`src/rtl/n_term_pipe.sv`:
```
// North-terminating tile: turns incoming north wires back south under a 2-bit
// per-class mode held in a frame-loaded register, and forwards the config chain.
module n_term_pipe #(
    parameter int MaxFramesPerCol = 20,
    parameter int FrameBitsPerRow = 32,
    parameter int PIPE_STAGES     = 1,
    parameter int CFG_FRAME       = 0,
    parameter int N1W             = 4,
    parameter int N2W             = 8,
    parameter int N4W             = 16
) (
    input  logic                       UserCLK,
    input  logic                       Reset,
    input  logic [N1W-1:0]             N1END,
    input  logic [N2W-1:0]             N2MID,
    input  logic [N2W-1:0]             N2END,
    input  logic [N4W-1:0]             N4END,
    output logic [N1W-1:0]             S1BEG,
    output logic [N2W-1:0]             S2BEG,
    output logic [N2W-1:0]             S2BEGb,
    output logic [N4W-1:0]             S4BEG,
    input  logic [FrameBitsPerRow-1:0] FrameData,
    input  logic [MaxFramesPerCol-1:0] FrameStrobe,
    output logic [FrameBitsPerRow-1:0] FrameData_O,
    output logic [MaxFramesPerCol-1:0] FrameStrobe_O,
    output logic                       UserCLKo,
    output logic                       CfgValid
);

    logic [FrameBitsPerRow-1:0] stage_data_s;
    logic [MaxFramesPerCol-1:0] stage_strobe_s;

    // Data and strobe always travel together so the mode load sees a matched pair.
    generate
        if (PIPE_STAGES == 0) begin : g_comb
            assign stage_data_s   = FrameData;
            assign stage_strobe_s = FrameStrobe;
        end else begin : g_pipe
            logic [FrameBitsPerRow-1:0] data_d   [PIPE_STAGES];
            logic [FrameBitsPerRow-1:0] data_q   [PIPE_STAGES];
            logic [MaxFramesPerCol-1:0] strobe_d [PIPE_STAGES];
            logic [MaxFramesPerCol-1:0] strobe_q [PIPE_STAGES];

            // Shift chain next-state
            always_comb begin
                data_d[0]   = FrameData;
                strobe_d[0] = FrameStrobe;
                for (int i = 1; i < PIPE_STAGES; i++) begin
                    data_d[i]   = data_q[i-1];
                    strobe_d[i] = strobe_q[i-1];
                end
            end

            // Config chain registers
            always_ff @(posedge UserCLK or posedge Reset) begin
                if (Reset) begin
                    for (int i = 0; i < PIPE_STAGES; i++) begin
                        data_q[i]   <= '0;
                        strobe_q[i] <= '0;
                    end
                end else begin
                    data_q   <= data_d;
                    strobe_q <= strobe_d;
                end
            end

            assign stage_data_s   = data_q[PIPE_STAGES-1];
            assign stage_strobe_s = strobe_q[PIPE_STAGES-1];
        end
    endgenerate

    assign FrameData_O   = stage_data_s;
    assign FrameStrobe_O = stage_strobe_s;
    assign UserCLKo      = UserCLK;

    logic [7:0]     mode_d, mode_q;
    logic           cfg_valid_d, cfg_valid_q;
    logic [N1W-1:0] n1_d, n1_q;
    logic [N2W-1:0] n2m_d, n2m_q;
    logic [N2W-1:0] n2e_d, n2e_q;
    logic [N4W-1:0] n4_d, n4_q;

    // Mode load and loopback capture next-state
    always_comb begin
        mode_d      = mode_q;
        cfg_valid_d = cfg_valid_q;
        if (stage_strobe_s[CFG_FRAME]) begin
            mode_d      = stage_data_s[7:0];
            cfg_valid_d = 1'b1;
        end else begin
            mode_d      = mode_q;
            cfg_valid_d = cfg_valid_q;
        end
        n1_d  = N1END;
        n2m_d = N2MID;
        n2e_d = N2END;
        n4_d  = N4END;
    end

    // Mode register and always-running loopback registers
    always_ff @(posedge UserCLK or posedge Reset) begin
        if (Reset) begin
            mode_q      <= 8'h00;
            cfg_valid_q <= 1'b0;
            n1_q        <= '0;
            n2m_q       <= '0;
            n2e_q       <= '0;
            n4_q        <= '0;
        end else begin
            mode_q      <= mode_d;
            cfg_valid_q <= cfg_valid_d;
            n1_q        <= n1_d;
            n2m_q       <= n2m_d;
            n2e_q       <= n2e_d;
            n4_q        <= n4_d;
        end
    end

    assign CfgValid = cfg_valid_q;

    // Class-1 turnaround
    always_comb begin
        case (mode_q[1:0])
            2'b00:   S1BEG = N1END;
            2'b01:   S1BEG = n1_q;
            2'b10:   S1BEG = '0;
            2'b11:   S1BEG = ~N1END;
            default: S1BEG = N1END;
        endcase
    end

    // N2MID turnaround
    always_comb begin
        case (mode_q[3:2])
            2'b00:   S2BEG = N2MID;
            2'b01:   S2BEG = n2m_q;
            2'b10:   S2BEG = '0;
            2'b11:   S2BEG = ~N2MID;
            default: S2BEG = N2MID;
        endcase
    end

    // N2END turnaround
    always_comb begin
        case (mode_q[5:4])
            2'b00:   S2BEGb = N2END;
            2'b01:   S2BEGb = n2e_q;
            2'b10:   S2BEGb = '0;
            2'b11:   S2BEGb = ~N2END;
            default: S2BEGb = N2END;
        endcase
    end

    // Class-4 turnaround
    always_comb begin
        case (mode_q[7:6])
            2'b00:   S4BEG = N4END;
            2'b01:   S4BEG = n4_q;
            2'b10:   S4BEG = '0;
            2'b11:   S4BEG = ~N4END;
            default: S4BEG = N4END;
        endcase
    end

endmodule

```
`config.mk`:
```
export PLATFORM = sky130hd
export DESIGN_NAME = n_term_pipe
export DESIGN_NICKNAME = d
export VERILOG_FILES = /design/src/rtl/n_term_pipe.sv
export SDC_FILE = /design/constraint.sdc
export NUM_CORES = 1
export LEC_CHECK = 0
export BUFFER_PORTS_ARGS = -buffer_cell sky130_fd_sc_hd__buf_4
export CAP_MARGIN = 30
export CORE_MARGIN = 2
export CORE_UTILIZATION = 30
export CTS_CLUSTER_SIZE = 16
export DETAILED_ROUTE_END_ITERATION = 6
export MAX_ROUTING_LAYER = met4
export PLACE_DENSITY = 0.64
export SYNTH_ARGS = -nofsm -noshare
export SYNTH_HDL_FRONTEND = slang
export SYNTH_SLANG_ARGS = --single-unit
```
`constraint.sdc`:
```
create_clock -name UserCLK -period 7.4 [get_ports UserCLK]
set_clock_uncertainty 0.05 [all_clocks]
set_input_delay 1.11 -clock UserCLK [delete_from_list [all_inputs] [get_ports UserCLK]]
set_output_delay 1.11 -clock UserCLK [all_outputs]
set_load 0.1 [all_outputs]
```
* Yosys cells after proc, flatten, opt, wreduce, memory -nomap -nowiden
Cells that the tools add are included.
** Word-level totals
- Memory bits (writable) :: 0
- Word-level logic and storage cells :: 32
- Bits of input ports :: 90
- Memories kept :: 0
- Bits in latches :: 0
- Flip-flop bits (word level) :: 97
- ROM bits :: 0
** Cells by class
- Add/sub/neg operators :: 0
- Divide/modulo/power cells :: 0
- Order comparisons :: 0
- Multiplexer cells :: 4
- Multipliers :: 0
- Bitwise operators :: 4
- Shifts and indexed selects :: 0
- Reduce and logical (&&, ||, !) cells :: 4
- Equal/unequal tests :: 12
** Operators with widths (number)
- one-hot mux 16 bit (4 select lines) :: 1
- one-hot mux 8 bit (4 select lines) :: 2
- equality test 2 bit (second input constant) :: 8
- NOT 16 bit :: 1
- NOT 8 bit :: 2
- one-hot mux 4 bit (4 select lines) :: 1
- equality test 2 x 1 -> 1 bit (second input constant) :: 4
- zero test 2 bit :: 4
- NOT 4 bit :: 1

* Depth between registers and ports, before layout
- Word-level depth :: 2
- Mapped depth :: 5
- Depth with buffers taken out :: 2

==> impl_metrics.sql <==
INSERT INTO impl_metrics (metric_group, metric, value, unit) VALUES
('global_routing', 'grt.overflow.total', '0', ''),
('yosys', 'synth_fp_nets', '293', ''),
('yosys', 'synth.cell_area', '0.00333', 'mm^2'),
('die', 'num_rows', '38', ''),
('cts', 'insertion_delay', '0.45', 'ns'),
('route', 'wl_met2', '3.93', 'mm'),
('sta', 'maxSlewViolCount', '0', ''),
('die', 'placeable_core_region', '0.0108', 'mm^2'),
('route', 'postRouteAntennaNets', '0', ''),
('yosys', 'synth_sequential_area_ratio', '72.9', '%'),
('die', 'initial_utilization', '30.7', '%'),
('route', 'route.final.wire_length', '7.84', 'mm'),
('route', 'via_count', '2334', ''),
('route', 'route.detailed.vias_per_inst', '4.40', ''),
('critical_path', 'r2r-start', 'mode_q[6]', ''),
('worst_hold_path', 'hold_start', 'CfgValid', ''),
('yosys', 'yosys.area.top_type_share', '72.9', '%'),
('global_routing', 'grt_pass1_wl', '12.0', 'mm'),
('sta', 'total_negative_setup_slack', '0', 'ns'),
('route', 'drt-met1-wl', '3.25', 'mm'),
('critical_path', 'critical_path_class', 'clk -> out', ''),
('yosys', 'synth.top_cells.by_count', 'sky130_fd_sc_hd__dfrtp_1, sky130_fd_sc_hd__nand2_1, sky130_fd_sc_hd__nand2b_1', ''),
('yosys', 'post_synth_num_cell_types', '15', ''),
('global_routing', 'antenna_found_initial', '0', ''),
('worst_hold_path', 'worstHoldPathCells', '1', ''),
('yosys', 'synth_seq_cells', '97', ''),
('power', 'power.density_cell_area', '300', 'mW/mm^2'),
('worst_hold_path', 'hold_path.class', 'reg -> reg', ''),
('finish', 'layoutNonFillerInstCount', '530', ''),
('power', 'power.static_leakage', '2.42', 'nW'),
('critical_path', 'worst-path-max-fanout', '2', ''),
('die', 'chipWidth', '109', 'um'),
('global_routing', 'aggregate_global_route_resource_usage', '13.7', '%'),
('critical_path', 'setup.worst_path.start_class', 'clock port', ''),
('flow_run', 'maxCapViolations', '0', ''),
('finish', 'layout-area-overhead-vs-synth', '50.2', '%'),
('global_routing', 'grt_pass1_vias', '2505', ''),
('yosys', 'synth_async_sr_flop_share', '100', '%'),
('critical_path', 'critPathRequiredTime', '6.24', 'ns'),
('cts', 'tritoncts', 'done', ''),
('global_routing', 'grt_start_max_net_pins', '63', ''),
('cts', 'cts-resized-gates', '0', ''),
('cts', 'postCtsHoldBufs', '0', ''),
('finish', 'antenna-diode-count', '0', ''),
('critical_path', 'r2r.worst_path.cells', '1', ''),
('outcome', 'outcome', 'finished, final reports clean', ''),
('yosys', 'yosysTopAreaCell', 'sky130_fd_sc_hd__dfrtp_1', ''),
('route', 'detail_route.wl_per_cell', '14.8', 'um'),
('finish', 'layout-drive-gt1-share', '61.0', '%'),
('die', 'floorplan.io_pins', '180', ''),
('place', 'buffer_ports.inserted', '179', ''),
('power', 'total_power', '1.50', 'mW'),
('yosys', 'synth_flop_cell', 'sky130_fd_sc_hd__dfrtp_1', ''),
('place', 'routabilityCongestion', '0.713', ''),
('yosys', 'number_of_enable_flip_flop_cells_after_synthesis', '0', ''),
('critical_path', 'worst-r2r-setup-slack', '6.08', 'ns'),
('sta', 'report.final.setup_viol', '0', ''),
('yosys', 'syn_avg_cell_area', '16.4', 'um^2'),
('critical_path', 'critPathCaptureType', 'output pin', ''),
('sta', 'timing_worst_slew_pin_value', '0.873', 'ns'),
('place', 'placed_cells_incl_taps', '511', ''),
('yosys', 'ys_warn_count', '0', ''),
('cts', 'postCtsSetupRepairBufs', '0', ''),
('sta', 'timing.slew.headroom', '41.8', '%'),
('die', 'die_y', '109', 'um'),
('yosys', 'syn_inst', '203', ''),
('yosys', 'yosysMostFrequentCell', 'sky130_fd_sc_hd__dfrtp_1', ''),
('finish', 'finish.net_count', '475', ''),
('worst_hold_path', 'hold-path-endpoint', 'CfgValid', ''),
('route', 'route.detailed.drc', '0', ''),
('route', 'top_layer', 'met4', ''),
('finish', 'fillCellCount', '976', ''),
('route', 'drt_pass1_iterations', '5', ''),
('critical_path', 'r2r_end', 'mode_q[6]', ''),
('die', 'die_area', '0.0120', 'mm^2'),
('sta', 'timing_hold_violations_final', '0', ''),
('route', 'met3_wirelength', '603', 'um'),
('place', 'place.detailed.hpwl', '5.76', 'mm'),
('cts', 'clkTransAtPathRegs', '0.10', 'ns'),
('route', 'drt_iter0_drc', '127', ''),
('yosys', 'ys_top_cells_by_area', 'sky130_fd_sc_hd__dfrtp_1, sky130_fd_sc_hd__o221a_2, sky130_fd_sc_hd__o221a_4, sky130_fd_sc_hd__nand2b_1, sky130_fd_sc_hd__nand2_1', ''),
('critical_path', 'crit_arrival', '4.15', 'ns'),
('sta', 'grt_setup_unrepaired', 'no', ''),
('power', 'ir_worst_vdd', '0.380', 'mV');
[layout make-up]
cell class	count	area (um^2)	share of cell area [%]
flip-flops and latches	97	2430	48.5
repair buffers	179	1340	26.9
multi-input cells	93	807	16.1
clock buffers	14	186	3.73
well taps	140	175	3.50
clock inverters	6	57.6	1.15
inverters	1	6.26	0.125
[critical path, stage by stage]
cell and delay (ns):
sky130_fd_sc_hd__clkbuf_8 0.11, sky130_fd_sc_hd__clkbuf_8 0.12, sky130_fd_sc_hd__buf_4 0.22
[cells by family (layout without fill, tap and decap cells)]
group | Yosys count | count (layout) | share of synthesized area (%)
AO/OA/AOI/OAI | 36 | 36 | 14.2
buffers and inverters | 13 | 200 | 2.93
AND/OR/NAND/NOR | 49 | 49 | 7.32
multiplexers | 8 | 8 | 2.70
flip-flops | 97 | 97 | 72.9
[per-layer routing]
| layer | GRT usage [%] | vias to the layer above |
|---|---|---|
| li1 | - | 1079 |
| met1 | 16.5 | 1135 |
| met2 | 21.3 | 115 |
| met3 | 5.04 | 5 |
| met4 | 4.61 | 0 |
| met5 | - | - |
[registers in the layout, indices dropped and copies added, names as in the netlist]
| signal | cells |
|---|---|
| FrameData_O | 32 |
| FrameStrobe_O | 20 |
| n4_q | 16 |
| mode_q | 8 |
| n2e_q | 8 |
| n2m_q | 8 |
| n1_q | 4 |
| CfgValid | 1 |
[metrics by stage]
| stage | setup WS, ns | utilization (%) | area, um^2 | hold WS [ns] |
|---|---|---|---|---|
| after global placement | 2.33 | 44.0 | 4770 | 0.427 |
| after global routing | 2.08 | 46.2 | 5000 | 0.487 |
| final | 2.09 | 46.2 | 5000 | 0.471 |
| after floorplan | 2.33 | - | 3330 | 0.509 |
| after detailed placement | 2.33 | 44.0 | 4770 | 0.441 |
| after CTS | 2.08 | 46.2 | 5000 | 0.465 |
[cell usage in the layout, fill, tap and decap left out]
master,count
sky130_fd_sc_hd__buf_4,180
sky130_fd_sc_hd__dfrtp_1,97
sky130_fd_sc_hd__nand2_1,28
sky130_fd_sc_hd__nand2b_1,19
sky130_fd_sc_hd__o221a_2,18
sky130_fd_sc_hd__clkbuf_8,13
sky130_fd_sc_hd__o221a_4,10
sky130_fd_sc_hd__a2bb2oi_1,8
sky130_fd_sc_hd__mux2_2,8
sky130_fd_sc_hd__clkinv_4,3
sky130_fd_sc_hd__inv_8,2
sky130_fd_sc_hd__nand2b_4,1
sky130_fd_sc_hd__inv_4,1
sky130_fd_sc_hd__or2_2,1
sky130_fd_sc_hd__inv_6,1
[how the worst max path moves through the flow]
stage                 start       end  slack (ns)  cells past startpoint
finish              UserCLK  UserCLKo        2.09                      3
floorplan           UserCLK  UserCLKo        2.33                      1
CTS                 UserCLK  UserCLKo        2.08                      3
detailed placement  UserCLK  UserCLKo        2.33                      1
global route        UserCLK  UserCLKo        2.08                      3
global placement    UserCLK  UserCLKo        2.33                      1
[power by group]
group / switching [mW] / leakage [nW] / internal (mW)
combinational: 0.367 / 1.17 / 0.123
clock: 0.247 / 0.127 / 0.181
sequential: 0.0245 / 1.13 / 0.558
total: 0.639 / 2.42 / 0.862
Power figures use the tool's default switching activity.
